===== config.mk =====
export PLATFORM = sky130hd
export DESIGN_NAME = histogram_accumulator_flat
export DESIGN_NICKNAME = d
export VERILOG_FILES = /design/src/rtl/histogram_pkg.sv /design/src/rtl/histogram_accumulator_if.sv /design/src/rtl/histogram_accumulator_clear_sweeper.sv /design/src/rtl/histogram_accumulator.sv /design/src/flat_wrapper.sv
export SDC_FILE = /design/constraint.sdc
export NUM_CORES = 1
export LEC_CHECK = 0
export ABC_CLOCK_PERIOD_IN_PS = 7250
export CORE_ASPECT_RATIO = 1.1
export CORE_UTILIZATION = 57
export CTS_BUF_LIST = sky130_fd_sc_hd__clkbuf_2
export DETAILED_ROUTE_END_ITERATION = 16
export GPL_TIMING_DRIVEN = 0
export PLACE_DENSITY = 0.89
export SYNTH_ARGS = -nofsm -noshare
export SYNTH_HDL_FRONTEND = slang
export SYNTH_SLANG_ARGS = --single-unit

===== constraint.sdc =====
create_clock -name clk -period 7.25 [get_ports clk]
set_clock_uncertainty 0.05 [all_clocks]
set_input_delay 2.175 -clock clk [delete_from_list [all_inputs] [get_ports clk]]
set_output_delay 2.175 -clock clk [all_outputs]
set_load 0.03 [all_outputs]

===== src/rtl/histogram_pkg.sv =====
`default_nettype none
// +----------------------------------------------------------------------+
// | Package     : histogram_pkg                                          |
// | Description : Shared FSM encoding and default bin/total widths for   |
// |               the histogram accumulator and its readout block.       |
// | Revision    : 1.0  initial release                                   |
// +----------------------------------------------------------------------+
package histogram_pkg;

  // Accumulator sequencing: zero-fill, wait, read bin, write bin+1.
  typedef enum logic [1:0] {
    ST_CLEAR = 2'd0,
    ST_IDLE  = 2'd1,
    ST_RD    = 2'd2,
    ST_WR    = 2'd3
  } state_t;

  // Width of one bin counter (saturating increment wraps never).
  localparam int HIST_BIN_W   = 16;
  // Number of bins, one per ADC code.
  localparam int HIST_DEPTH   = 1024;
  // Width of the saturating accepted-sample counter.
  localparam int HIST_TOTAL_W = 32;

endpackage
`default_nettype wire


===== src/rtl/histogram_accumulator_if.sv =====
`default_nettype none
// +----------------------------------------------------------------------+
// | Interface   : histogram_accumulator_if                               |
// | Description : Sample stream handshake plus histogram RAM port A.     |
// |               master = sample source / RAM side, slave = accumulator.|
// | Revision    : 1.0  initial release                                   |
// +----------------------------------------------------------------------+
interface histogram_accumulator_if
  import histogram_pkg::*;
#(
  parameter int WIDTH = HIST_BIN_W,
  parameter int DEPTH = HIST_DEPTH
);

  localparam int ADDR_W = $clog2(DEPTH);

  logic              sample_valid;
  logic              sample_ready;
  logic [ADDR_W-1:0] sample_code;
  logic [ADDR_W-1:0] ram_addr_a;
  logic [WIDTH-1:0]  ram_din_a;
  logic              ram_wen;
  logic [WIDTH-1:0]  ram_dout_a;

  modport master (
    output sample_valid,
    output sample_code,
    output ram_dout_a,
    input  sample_ready,
    input  ram_addr_a,
    input  ram_din_a,
    input  ram_wen
  );

  modport slave (
    input  sample_valid,
    input  sample_code,
    input  ram_dout_a,
    output sample_ready,
    output ram_addr_a,
    output ram_din_a,
    output ram_wen
  );

endinterface
`default_nettype wire


===== src/rtl/histogram_accumulator_clear_sweeper.sv =====
`default_nettype none
// +----------------------------------------------------------------------+
// | Module      : clear_sweeper                                          |
// | Description : Address counter for the zero-fill sweep. Presents the  |
// |               address to write this cycle and flags the last one.    |
// | Revision    : 1.0  initial release                                   |
// +----------------------------------------------------------------------+
module clear_sweeper #(
  parameter int DEPTH = 1024
) (
  input  logic                     clk,
  input  logic                     rst_n,
  input  logic                     en,
  input  logic                     restart,
  output logic [$clog2(DEPTH)-1:0] addr,
  output logic                     done
);

  localparam int ADDR_W = $clog2(DEPTH);
  localparam logic [ADDR_W-1:0] LAST_ADDR = ADDR_W'(DEPTH - 1);

  logic [ADDR_W-1:0] cnt;

  // A restart forces address 0 in the very cycle it is requested.
  assign addr = restart ? '0 : cnt;
  assign done = (addr == LAST_ADDR);

  // Step through the bins while enabled; park at 0 otherwise so every sweep starts from bin 0.
  always_ff @(posedge clk or negedge rst_n) begin
    if (!rst_n) begin
      cnt <= '0;
    end else if (en && !done) begin
      cnt <= addr + ADDR_W'(1);
    end else begin
      cnt <= '0;
    end
  end

endmodule
`default_nettype wire


===== src/rtl/histogram_accumulator.sv =====
`default_nettype none
// +----------------------------------------------------------------------+
// | Module      : histogram_accumulator                                  |
// | Description : Turns a stream of ADC codes into per-code hit counts   |
// |               by read-increment-write on RAM port A; zero-fills the  |
// |               RAM after reset or on request.                         |
// | Revision    : 1.0  initial release                                   |
// +----------------------------------------------------------------------+
module histogram_accumulator
  import histogram_pkg::*;
#(
  parameter int WIDTH   = HIST_BIN_W,
  parameter int DEPTH   = HIST_DEPTH,
  parameter int TOTAL_W = HIST_TOTAL_W
) (
  input  logic               clk,
  input  logic               rst_n,
  input  logic               clear_req,
  input  logic               acq_en,
  histogram_accumulator_if.slave bus,
  output logic               clear_busy,
  output logic [TOTAL_W-1:0] total_count,
  output logic               bin_saturated
);

  localparam int ADDR_W = $clog2(DEPTH);
  localparam logic [WIDTH-1:0]   BIN_MAX      = {WIDTH{1'b1}};
  localparam logic [WIDTH-1:0]   BIN_NEAR_MAX = BIN_MAX - WIDTH'(1);
  localparam logic [TOTAL_W-1:0] TOTAL_MAX    = {TOTAL_W{1'b1}};

  state_t             state, state_nx;
  logic [ADDR_W-1:0]  addr_q, addr_nx;
  logic [WIDTH-1:0]   din_q, din_nx;
  logic               wen_q, wen_nx;
  logic [TOTAL_W-1:0] total_q, total_nx;
  logic               sat_q, sat_nx;
  logic               pend_q, pend_nx;

  logic               ready;
  logic               sweep_en;
  logic               sweep_restart;
  logic               sweep_done;
  logic [ADDR_W-1:0]  sweep_addr;
  logic               in_range;
  logic [WIDTH-1:0]   bin_inc;

  assign ready         = (state == ST_IDLE) && acq_en;
  assign sweep_en      = (state == ST_CLEAR);
  assign sweep_restart = sweep_en && clear_req;
  assign bin_inc       = (bus.ram_dout_a == BIN_MAX) ? BIN_MAX : bus.ram_dout_a + WIDTH'(1);

  clear_sweeper #(
    .DEPTH (DEPTH)
  ) u_sweeper (
    .clk     (clk),
    .rst_n   (rst_n),
    .en      (sweep_en),
    .restart (sweep_restart),
    .addr    (sweep_addr),
    .done    (sweep_done)
  );

  // Codes beyond the last bin only exist when DEPTH is not a power of two.
  generate
    if (DEPTH == (1 << ADDR_W)) begin : g_full_range
      assign in_range = 1'b1;
    end else begin : g_partial_range
      assign in_range = ({1'b0, addr_q} < (ADDR_W + 1)'(DEPTH));
    end
  endgenerate

  // State and registered RAM/status outputs.
  always_ff @(posedge clk or negedge rst_n) begin
    if (!rst_n) begin
      state   <= ST_CLEAR;
      addr_q  <= '0;
      din_q   <= '0;
      wen_q   <= 1'b0;
      total_q <= '0;
      sat_q   <= 1'b0;
      pend_q  <= 1'b0;
    end else begin
      state   <= state_nx;
      addr_q  <= addr_nx;
      din_q   <= din_nx;
      wen_q   <= wen_nx;
      total_q <= total_nx;
      sat_q   <= sat_nx;
      pend_q  <= pend_nx;
    end
  end

  // Next state and next register values; a clear seen mid-RMW waits until the write is issued.
  always_comb begin
    state_nx = state;
    addr_nx  = addr_q;
    din_nx   = din_q;
    wen_nx   = 1'b0;
    total_nx = total_q;
    sat_nx   = sat_q;
    pend_nx  = pend_q;
    case (state)
      ST_CLEAR: begin
        wen_nx   = 1'b1;
        din_nx   = '0;
        addr_nx  = sweep_addr;
        total_nx = '0;
        sat_nx   = 1'b0;
        pend_nx  = 1'b0;
        if (sweep_done) begin
          state_nx = ST_IDLE;
        end
      end
      ST_IDLE: begin
        if (clear_req) begin
          state_nx = ST_CLEAR;
        end else if (bus.sample_valid && ready) begin
          addr_nx  = bus.sample_code;
          state_nx = ST_RD;
        end
      end
      ST_RD: begin
        if (clear_req) begin
          pend_nx = 1'b1;
        end
        state_nx = ST_WR;
      end
      ST_WR: begin
        if (in_range) begin
          din_nx = bin_inc;
          wen_nx = 1'b1;
          if (bus.ram_dout_a >= BIN_NEAR_MAX) begin
            sat_nx = 1'b1;
          end
          if (total_q != TOTAL_MAX) begin
            total_nx = total_q + TOTAL_W'(1);
          end
        end
        pend_nx  = 1'b0;
        state_nx = (pend_q || clear_req) ? ST_CLEAR : ST_IDLE;
      end
      default: begin
        state_nx = ST_CLEAR;
      end
    endcase
  end

  assign bus.sample_ready = ready;
  assign bus.ram_addr_a   = addr_q;
  assign bus.ram_din_a    = din_q;
  assign bus.ram_wen      = wen_q;
  assign clear_busy       = (state == ST_CLEAR);
  assign total_count      = total_q;
  assign bin_saturated    = sat_q;

endmodule
`default_nettype wire


===== src/flat_wrapper.sv =====
// flat-port wrapper written by rule: the top's interface ports become plain ports
module histogram_accumulator_flat import histogram_pkg::*;
#(
  parameter int WIDTH   = HIST_BIN_W,
  parameter int DEPTH   = HIST_DEPTH,
  parameter int TOTAL_W = HIST_TOTAL_W
)
  (clk, rst_n, clear_req, acq_en, clear_busy, total_count, bin_saturated, bus_sample_valid, bus_sample_code, bus_ram_dout_a, bus_sample_ready, bus_ram_addr_a, bus_ram_din_a, bus_ram_wen);
  histogram_accumulator_if #(.WIDTH(WIDTH), .DEPTH(DEPTH)) bus_i ();
  input  logic clk;
  input  logic rst_n;
  input  logic clear_req;
  input  logic acq_en;
  output logic clear_busy;
  output logic [TOTAL_W-1:0] total_count;
  output logic bin_saturated;
  input wire logic [$bits(bus_i.sample_valid)-1:0] bus_sample_valid;
  input wire logic [$bits(bus_i.sample_code)-1:0] bus_sample_code;
  input wire logic [$bits(bus_i.ram_dout_a)-1:0] bus_ram_dout_a;
  output wire logic [$bits(bus_i.sample_ready)-1:0] bus_sample_ready;
  output wire logic [$bits(bus_i.ram_addr_a)-1:0] bus_ram_addr_a;
  output wire logic [$bits(bus_i.ram_din_a)-1:0] bus_ram_din_a;
  output wire logic [$bits(bus_i.ram_wen)-1:0] bus_ram_wen;
  assign bus_i.sample_valid = bus_sample_valid;
  assign bus_i.sample_code = bus_sample_code;
  assign bus_i.ram_dout_a = bus_ram_dout_a;
  assign bus_sample_ready = bus_i.sample_ready;
  assign bus_ram_addr_a = bus_i.ram_addr_a;
  assign bus_ram_din_a = bus_i.ram_din_a;
  assign bus_ram_wen = bus_i.ram_wen;
  histogram_accumulator #(.WIDTH(WIDTH), .DEPTH(DEPTH), .TOTAL_W(TOTAL_W)) u_core (.clk(clk), .rst_n(rst_n), .clear_req(clear_req), .acq_en(acq_en), .bus(bus_i), .clear_busy(clear_busy), .total_count(total_count), .bin_saturated(bin_saturated));
endmodule

# Word level (Yosys, flattened, before mapping)
# Cells that the tools add are included.
dict set report op_classes {
  reduce_logical 16
  n_eq_ne 13
  addsub 3
  muxes 19
  n_lt_le_gt_ge 1
}
# operator count
set op_table {}
lappend op_table {{$pmux 32 s2} 1}
lappend op_table {{$mux 10} 4}
lappend op_table {{$add 32x1->32 const B} 1}
lappend op_table {{$mux 32} 1}
lappend op_table {{$ne 32x32->1 const B} 1}
lappend op_table {{$pmux 16 s2} 1}
lappend op_table {{$pmux 10 s2} 1}
lappend op_table {{$add 16x1->16 const B} 1}
lappend op_table {{$eq 16x16->1 const B} 1}
lappend op_table {{$ge 16x16->1 const B} 1}
lappend op_table {{$mux 16} 1}
lappend op_table {{$add 10x1->10 const B} 1}
lappend op_table {{$eq 10x10->1 const B} 1}
lappend op_table {{$ne 2x2->1 const B} 4}
lappend op_table {{$pmux 2 s4} 1}
lappend op_table {{$reduce_and 2->1} 4}
lappend op_table {{$mux 2} 3}
lappend op_table {{$reduce_bool 2->1} 3}
lappend op_table {{$eq 2x2->1 const B} 2}
lappend op_table {{$logic_and 1x1->1} 4}
lappend op_table {{$mux 1} 4}
lappend op_table {{$ne 2x1->1 const B} 2}
lappend op_table {{$pmux 1 s2} 2}
lappend op_table {{$ne 3x3->1 const B} 1}
lappend op_table {{other kinds (6)} 6}
dict set report totals {
  wordCells 60
  regBits 73
  inputBits 31
}

# Logic depth before layout (Yosys ltp)
# Gate-level depths: netlist of the first run.
dict set report depth {
  ltp_word 7
  ltp_mapped 11
  depth_no_buf 9
}

# Hierarchy
# A second synthesis of the first run with hierarchy kept.
dict set report hier_totals {
  cells_unflattened 460
  area_unflattened_um2 4247.8
}
# module n_inst cells_per_inst seq_area_each_um2 area_each_um2
set by_module_without_submodules {}
lappend by_module_without_submodules {histogram_accumulator 1 407 1576.5 3667.3}
lappend by_module_without_submodules {clear_sweeper 1 53 250.2 580.6}

# Worst setup path before layout of the first run
# OpenSTA, ideal clock, no wires.
dict set report synth_path {
  kind {in2out}
  from {in acq_en}
  to {out bus_sample_ready}
  required_time_ns 5.025
  slack_ns 2.569
  n_path_buf 0
  path_stages 1
  arrival_ns 2.456
  cell_sequence {and2_1}
}
dict set report synth_between {
  elab_chain_len 1
}
# element line
set synth_lines {}
lappend synth_lines {{start, declared} flat_wrapper.sv:13} ;# input logic acq_en;
lappend synth_lines {{$logic_and 1x1->1} histogram_accumulator.sv:47} ;# assign ready = (state == ST_IDLE) && acq_en;
lappend synth_lines {{end, declared} flat_wrapper.sv:20} ;# output wire logic [$bits(bus_i.sample_ready)-1:0] bus_sample_ready;
# No other way between the ends.

# Worst setup path in the final report of the first run
# Ends and elaborated chain as after synthesis.

==> PnR_summary.wiki, run 1 <==
{| class="wikitable"
! Metric !! Value
|-
| Headroom to the max-slew limit || about two fifths
|-
| Most used DFF post-synth || dfrtp_1
|-
| Measured slew at the worst slew-check pin || about 0.91 ns
|-
| Power spent charging and discharging nets || 0.580 mW
|-
| Number of buffers on the longest clock path || 2
|-
| Peak supply drop || 187 µV
|-
| Yosys cell types || 54
|-
| Vias after detailed routing || between 4000 and 5000
|-
| Part of the Yosys area used for sequential elements || 43.6%
|-
| Die outline height || 92.0 µm
|-
| Post-Route Setup TNS || 0 ns
|-
| Number of warnings reported in the yosys synthesis log || 0
|-
| Gate count after technology mapping || approximately 480
|-
| Number of synthesized register bits || 73
|-
| Startpoint type of the worst setup path || input port
|-
| Minimum clock period || 5.76 ns
|-
| Number of endpoints with negative hold slack in the final report || 0
|-
| Number of buffers inserted to repair setup after CTS || 0
|-
| Wire length of the first global-routing pass || 18100 µm
|-
| Largest net degree at the start of global routing || 74
|-
| Critical Path End Type || output pin
|-
| Syn Area/Cell || 8.72 µm²
|-
| Tightest Hold Check Type || reg -> reg
|-
| Post-placement setup slack || 1.52 ns
|-
| Number of hold buffers added after CTS || 0
|-
| Total DRC errors in the routed layout || 0
|-
| Area of the die || just under 0.008 mm²
|-
| DP HPWL || ~8000 µm
|-
| Kind of critical path || in -> out
|-
| Post-route ant nets || 0
|-
| Nets || between 600 and 700
|-
| Number of global-route vias before repair || about 3900
|-
| Initial cell density of the core || 59.5%
|-
| Sequential Power Share || a little over a third
|-
| Core Util, Final || 76.2%
|-
| Placed inst area || 0.00522 mm²
|-
| Power density of the placed cells || 258 mW/mm²
|-
| All-Layer GR Usage || 29.2%
|-
| Antenna Cells || 0
|-
| Combinational Power Share || 42.2%
|-
| Routed wire length || 11000 µm
|-
| Clk sink count || 73
|-
| Final Wtd Congestion || around 0.92
|-
| Critical Path Fanout Max || 4
|-
| Req. time, crit path || roughly 5.0 ns
|-
| Post-Layout Cell Count || just under 700
|-
| Layout-stage area growth over the synthesis result || 28.1%
|-
| Number of optimization iterations in the first detailed-route pass || 5
|-
| Final count of pins violating max slew || 0
|-
| Result of the run || complete, no violations
|-
| Count of maximum capacitance violations || 0
|-
| # rows || 32
|-
| WL per Instance || 16.3 µm
|-
| CTS Buf Count || 9
|-
| Die width || 83.8 µm
|-
| # H-tree levels || 3
|-
| Number of fillers in the final layout || 499
|-
| Setup-violating endpoint count in the final report || 0
|-
| CP arrival || 3.53 ns
|-
| Switching part of the total power || 41.8%
|-
| Leakage power of the design || between 2 and 2.5 nW
|-
| CTS Root Buffer Type || clkbuf_2
|-
| Area inside the core boundary || 0.00705 mm²
|-
| Asr flop ratio synth || 100%
|-
| Synthesized net count || 520
|-
| Initial antenna violation count || 0
|-
| Peak Freq || 174 MHz
|-
| CTS tree || yes
|-
| Clock latency at the later pin of the worst-skew pair || ~0.53 ns
|-
| # resized after CTS || 0
|-
| IO Port Bufs || just over 90
|-
| RSZ-0062 raised after global routing || false
|-
| Cell area after technology mapping || roughly 0.0042 mm²
|-
| Clock slew seen by the registers of the worst setup and hold paths || 0.21 ns
|-
| Count of flip-flops with a built-in enable after synthesis || 0
|-
| Portion of the clock cycle consumed by the worst path in the final layout || 79.4%
|-
| Final worst setup slack || around 1.5 ns
|-
| Number of placed I/O pins || 93
|-
| Final design area excluding fillers || 0.00537 mm²
|-
| Placed Cells incl. Taps || 658
|-
| Vias per std cell || 6.16
|-
| Fraction of final layout cells with drive strength greater than 1 || 6.11%
|-
| Clock network power share || 21.2%
|-
| Iteration-0 DRC Markers || 288
|-
| Grt ovf || 0
|-
| Cell internal power dissipation || around 0.8 mW
|}
-- state kept, by name, indices dropped and copies added, names as in the netlist, named ones only --
name / cells
u_core.u_sweeper.cnt: 10
u_core.state: 1
u_core.total_count: 32
u_core.bus.ram_din_a: 16
u_core.pend_q: 1
u_core.bin_saturated: 1
u_core.bus.ram_wen: 1
u_core.bus.ram_addr_a: 10
-- critical path: stages --
cell	delay, ns
clkdlybuf4s50_1	0.53
and2_1	0.15
clkdlybuf4s50_1	0.67
-- final timing paths --
check | endpoint | depth (start not counted) | slack [ns] | start
worst max register to register | u_core.u_sweeper.cnt[3] | 11 | 3.84 | u_core.state[0]
worst min-delay path | u_core.bus.ram_din_a[5] | 2 | 0.45 | u_core.bus.ram_din_a[5]
worst min register to register | u_core.bus.ram_din_a[5] | 2 | 0.45 | u_core.bus.ram_din_a[5]
min in group asynchronous | u_core.total_count[15] | 1 | 1.69 | rst_n
worst max-delay path | bus_sample_ready | 3 | 1.49 | acq_en
max in group asynchronous | u_core.bus.ram_din_a[1] | 1 | 4.85 | rst_n
-- cells by family after synthesis --
kind of cell               count (synthesis)  share of synthesized area (%)
AOI/OAI and AO/OA                         99                           14.6
xor gates and xnor gates                  29                           6.06
adders and majority gates                  8                           2.39
buffers and inverters                     34                           3.34
DFF                                       73                           43.6
muxes                                      6                           1.43
and+or+nand+nor                          232                           28.6
-- power groups by stage --
stage	clock (mW)	combinational, mW	sequential [mW]
after floorplan	0	0.254	0.608
after global placement	0	0.567	0.514
after detailed placement	0	0.583	0.516
after CTS	0.296	0.586	0.508
after global routing	0.309	0.632	0.516
final	0.293	0.586	0.508
-- cells in the mapped netlist (all sizes together) (2+ instances only) --
| library cell | instances | area [µm²] |
|---|---|---|
| xor2 | 9 | 78.8 |
| a31o | 2 | 17.5 |
| and4 | 7 | 61.3 |
| nand2b | 3 | 18.8 |
| nor2b | 4 | 25.0 |
| nand3b | 2 | 15.0 |
| a211oi | 2 | 20.0 |
| or4 | 4 | 30.0 |
| a22o | 2 | 17.5 |
| nand2 | 86 | 323 |
| o2111ai | 2 | 17.5 |
| a21oi | 22 | 110 |
| ha | 8 | 100 |
| xnor2 | 20 | 175 |
| dfrtp | 73 | 1830 |
| a31oi | 6 | 37.5 |
| mux2i | 6 | 60.1 |
| nor4 | 4 | 37.5 |
| o21ai | 38 | 190 |
| nor2 | 33 | 124 |
| and3 | 16 | 100 |
| clkbuf | 16 | 60.1 |
| o41ai | 2 | 17.5 |
| nand3 | 27 | 140 |
| nand4 | 20 | 138 |
| and2 | 7 | 43.8 |
| o31ai | 3 | 27.5 |
| or2 | 2 | 12.5 |
| buf | 8 | 42.5 |
| o211ai | 10 | 75.1 |
| inv | 10 | 37.5 |
| nor3 | 7 | 62.6 |
| or3 | 8 | 50.1 |
| o311ai | 3 | 26.3 |
-- final cells by class --
cell class                      instances  area [µm²]  area share [%]
Multi-Input combinational cell        374        2230            41.5
Sequential cell                        73        1830            34.0
Timing Repair Buffer                   92         918            17.1
Clock inverter                          7         109            2.03
Tap cell                               85         106            1.98
Buffer                                 24         103            1.91
Clock buffer                            9        45.0           0.838
Inverter                               10        37.5           0.699
-- stage by stage --
step	total power, mW	hold slack [ns]
4_1_cts	1.39	0.450
3_3_place_gp	1.08	0.409
6_report	1.39	0.453
3_5_place_dp	1.10	0.407
5_1_grt	1.46	0.469
2_1_floorplan	0.862	0.407
-- metal layers --
layer | up-vias | track usage [%] | routed length (µm)
met5 | - | 0 | 0
met4 | 0 | 15.3 | 359
met3 | 36 | 3.60 | 576
met2 | 172 | 48.7 | 5600
met1 | 2016 | 37.4 | 4470
li1 | 1928 | - | -
-- layout by cell type (no fill, tap or decap), drive strengths merged, types with 3 or more instances in the layout --
cell type       n
and3           16
a21oi          22
xor2            9
nor3            7
buf             9
or4             4
and2            7
mux2i           6
nor2           33
or3             8
clkinv          3
nand4          20
o31ai           3
clkdlybuf4s50  91
nor4            4
inv            10
nor2b           4
clkbuf         25
dfrtp          73
nand2          86
o21ai          38
o311ai          3
ha              8
a31oi           6
xnor2          20
nand3          27
bufinv          3
and4            7
o211ai         10
nand2b          3
Power figures use the tool's default switching activity.
==> run 2, diff against run 1 <==
--- a/config.mk
+++ b/config.mk
@@ -5,13 +5,13 @@
 export SDC_FILE = /design/constraint.sdc
 export NUM_CORES = 1
 export LEC_CHECK = 0
-export ABC_CLOCK_PERIOD_IN_PS = 7250
+export ABC_CLOCK_PERIOD_IN_PS = 5800
 export CORE_ASPECT_RATIO = 1.1
-export CORE_UTILIZATION = 57
+export CORE_UTILIZATION = 53
 export CTS_BUF_LIST = sky130_fd_sc_hd__clkbuf_2
 export DETAILED_ROUTE_END_ITERATION = 16
 export GPL_TIMING_DRIVEN = 0
-export PLACE_DENSITY = 0.89
+export PLACE_DENSITY = 0.83
 export SYNTH_ARGS = -nofsm -noshare
 export SYNTH_HDL_FRONTEND = slang
 export SYNTH_SLANG_ARGS = --single-unit
==> constraint.sdc (replaced) <==
create_clock -name clk -period 5.8 [get_ports clk]
set_clock_uncertainty 0.05 [all_clocks]
set_input_delay 1.74 -clock clk [delete_from_list [all_inputs] [get_ports clk]]
set_output_delay 1.74 -clock clk [all_outputs]
set_load 0.03 [all_outputs]
==> run 2 against run 1 <==
Effect of this change:
- largest power group unchanged
- worst setup slack got worse by 0.55 ns
- highest routed layer unchanged
- power grew 26%
- critical path depth did not move
- design area up 1.0%
- non-clock buffer count grew 1
- sequential power is 25% higher
- first-iteration DRC count shrank 1.0%
- critical endpoint unchanged
- combinational power increased by 26%
- via count down 0.75%
==> PnR_summary.wiki, run 2 (synthesis gave the netlist of run 1 again) <==
{| class="wikitable"
! Metric !! Value
|-
| Nets || 624
|-
| Grt ovf || 0
|-
| Highest-count cells in the layout ignoring fill and taps || 91 x clkdlybuf4s50_1, 86 x nand2_1, 73 x dfrtp_1, 37 x o21ai_0, 33 x nor2_1
|-
| Area inside the core boundary || 0.00756 mm²
|-
| Number of endpoints with negative hold slack in the final report || 0
|-
| Number of hold buffers added after CTS || 0
|-
| Peak supply drop || 220 µV
|-
| Core Util, Final || about 72%
|-
| # rows || 33
|-
| Crit. Startpoint || acq_en
|-
| Critical Path End Type || output pin
|-
| CTS tree || yes
|-
| Number of buffers inserted to repair setup after CTS || 0
|-
| Result of the run || complete, no violations
|-
| Number of flip-flops under the largest register name || 32
|-
| Clk sink count || 73
|-
| Die outline height || 95.3 µm
|-
| Layout-stage area growth over the synthesis result || 29.4%
|-
| Count of maximum capacitance violations || 0
|-
| Headroom to the max-slew limit || 50.6%
|-
| Portion of the clock cycle consumed by the worst path in the final layout || 83.7%
|-
| Setup-violating endpoint count in the final report || 0
|-
| Area of the die || 0.00827 mm²
|-
| Routed wire length || around 11000 µm
|-
| Initial cell density of the core || around 56%
|-
| All-Layer GR Usage || 28.1%
|-
| Cells traversed along the worst timing path || clkdlybuf4s50_1, and2_1, clkdlybuf4s50_1
|-
| Fraction of final layout cells with drive strength greater than 1 || about 6.6%
|-
| Library cell contributing the largest single delay on the critical path || clkdlybuf4s50_1
|-
| Final count of pins violating max slew || 0
|-
| Minimum clock period || 4.86 ns
|-
| # resized after CTS || 0
|-
| Initial antenna violation count || 0
|-
| Kind of critical path || in -> out
|-
| Power density of the placed cells || between 300 and 400 mW/mm²
|-
| Largest net degree at the start of global routing || 53
|-
| WL per Instance || 15.9 µm
|-
| Tightest Hold Check Type || reg -> reg
|-
| Cell family contributing the most delay on the critical path || buffers and inverters
|-
| Measured slew at the worst slew-check pin || 0.738 ns
|-
| RSZ-0062 raised after global routing || false
|-
| Cell with the most instances on the worst path || clkdlybuf4s50_1
|-
| Delay of the slowest critical-path stage || approximately 0.67 ns
|-
| R2r setup slk || 2.43 ns
|-
| Req. time, crit path || approximately 4 ns
|-
| Worst Path Buf+Inv || 2
|-
| Vias per std cell || 5.93
|-
| Cell count of the worst reg-to-reg path || 11
|-
| IO Port Bufs || 92
|-
| Startpoint of the lowest-slack register-to-register path || u_core.state[0]
|-
| Iteration-0 DRC Markers || 285
|-
| DP HPWL || 7980 µm
|-
| Die width || 86.8 µm
|-
| Total DRC errors in the routed layout || 0
|-
| Number of placed I/O pins || 93
|-
| Antenna Cells || 0
|-
| Critical Path Fanout Max || 4
|-
| Number of cells on the worst hold path || 2
|-
| # H-tree levels || 3
|-
| Startpoint type of the worst setup path || input port
|-
| Vias after detailed routing || slightly above 4000
|-
| Wire length of the first global-routing pass || 18100 µm
|-
| Endpoint of the lowest-slack register-to-register path || u_core.u_sweeper.cnt[3]
|-
| Number of buffers on the longest clock path || 2
|-
| Number of global-route vias before repair || 3975
|-
| Leakage power of the design || around 2.3 nW
|-
| Most frequent standard cell in the layout excluding fill and tap cells || clkdlybuf4s50_1
|-
| Startpoint of the lowest-slack hold path || u_core.bus.ram_din_a[4]
|-
| CP arrival || 3.07 ns
|-
| Number of optimization iterations in the first detailed-route pass || 6
|-
| Final Wtd Congestion || about 0.91
|-
| Clock latency at the later pin of the worst-skew pair || approximately 0.53 ns
|-
| Post-route ant nets || 0
|-
| CTS Root Buffer Type || clkbuf_2
|-
| Peak Freq || 206 MHz
|-
| Endpoint of the worst hold-timing path || u_core.bus.ram_din_a[4]
|-
| Post-Route Setup TNS || 0 ns
|-
| Clock slew seen by the registers of the worst setup and hold paths || 0.20 ns
|-
| CTS Buf Count || 9
|}
run 2: per-stage QoR:
step / power, mW / area (µm²) / cells / worst slack, ns / hold WS, ns
6_report: 1.75 / 5430 / 695 / 0.943 / 0.454
5_1_grt: 1.85 / 5430 / 695 / 0.863 / 0.480
4_1_cts: 1.75 / 5430 / 695 / 0.936 / 0.461
3_5_place_dp: 1.38 / 5270 / 679 / 0.936 / 0.416
3_3_place_gp: 1.36 / 5250 / 678 / 0.455 / 0.410
2_1_floorplan: 1.08 / 4190 / 481 / 1.99 / 0.407
run 2: where the power goes:
group | switching, mW | total, mW | internal [mW]
Sequential | 0.0524 | 0.637 | 0.585
Combinational | 0.493 | 0.739 | 0.245
Clock | 0.191 | 0.376 | 0.185
Total | 0.736 | 1.75 | 1.02
run 2: layer usage:
layer  GRT usage, %  vias up  part of all wire (%)
li1               -     1929                     -
met1           35.3     1978                    42
met2           46.7      183                    50
met3           4.33       31                   5.4
met4           14.7        0                   2.6
met5              0        -                     0
run 2: worst min-delay path: stages (launching register included):
cell	delay, ns
dfrtp_1	0.39
nand2_1	0.05
nand2_1	0.05
run 2: final cells by class:
cell class,instances,area (µm²)
Inverter,10,37.5
Fill cell,576,2130
Timing Repair Buffer,93,946
Clock buffer,10,50.0
Clock inverter,6,106
Multi-Input combinational cell,374,2230
Tap cell,105,131
Sequential cell,73,1830
Buffer,24,103
run 2: how the worst max path moves through the flow:
stage / cells after the start / to / slack [ns]
CTS: 3 / bus_sample_ready / 0.94
finish: 3 / bus_sample_ready / 0.94
global route: 3 / bus_sample_ready / 0.86
global placement: 1 / u_core.bus.ram_din_a[5] / 0.46
detailed placement: 3 / bus_sample_ready / 0.94
floorplan: 1 / bus_sample_ready / 1.99
==> run 3, diff against run 2 <==
--- a/config.mk
+++ b/config.mk
@@ -5,7 +5,7 @@
 export SDC_FILE = /design/constraint.sdc
 export NUM_CORES = 1
 export LEC_CHECK = 0
-export ABC_CLOCK_PERIOD_IN_PS = 5800
+export ABC_CLOCK_PERIOD_IN_PS = 4600
 export CORE_ASPECT_RATIO = 1.1
 export CORE_UTILIZATION = 53
 export CTS_BUF_LIST = sky130_fd_sc_hd__clkbuf_2
==> constraint.sdc (replaced) <==
create_clock -name clk -period 4.6 [get_ports clk]
set_clock_uncertainty 0.05 [all_clocks]
set_input_delay 1.38 -clock clk [delete_from_list [all_inputs] [get_ports clk]]
set_output_delay 1.38 -clock clk [all_outputs]
set_load 0.03 [all_outputs]
==> results of run 3 <==
Same layout as run 2 (identical final DEF). Status: complete, no violations.
Main changes from that run: setup slack after placement 0.936 ns -> 0.389 ns; setup slack after layout 0.943 ns -> 0.463 ns; register-to-register setup slack 2.43 ns -> 1.23 ns; total power 1.75 mW -> 2.21 mW; worst IR drop on VDD 220 µV -> 277 µV
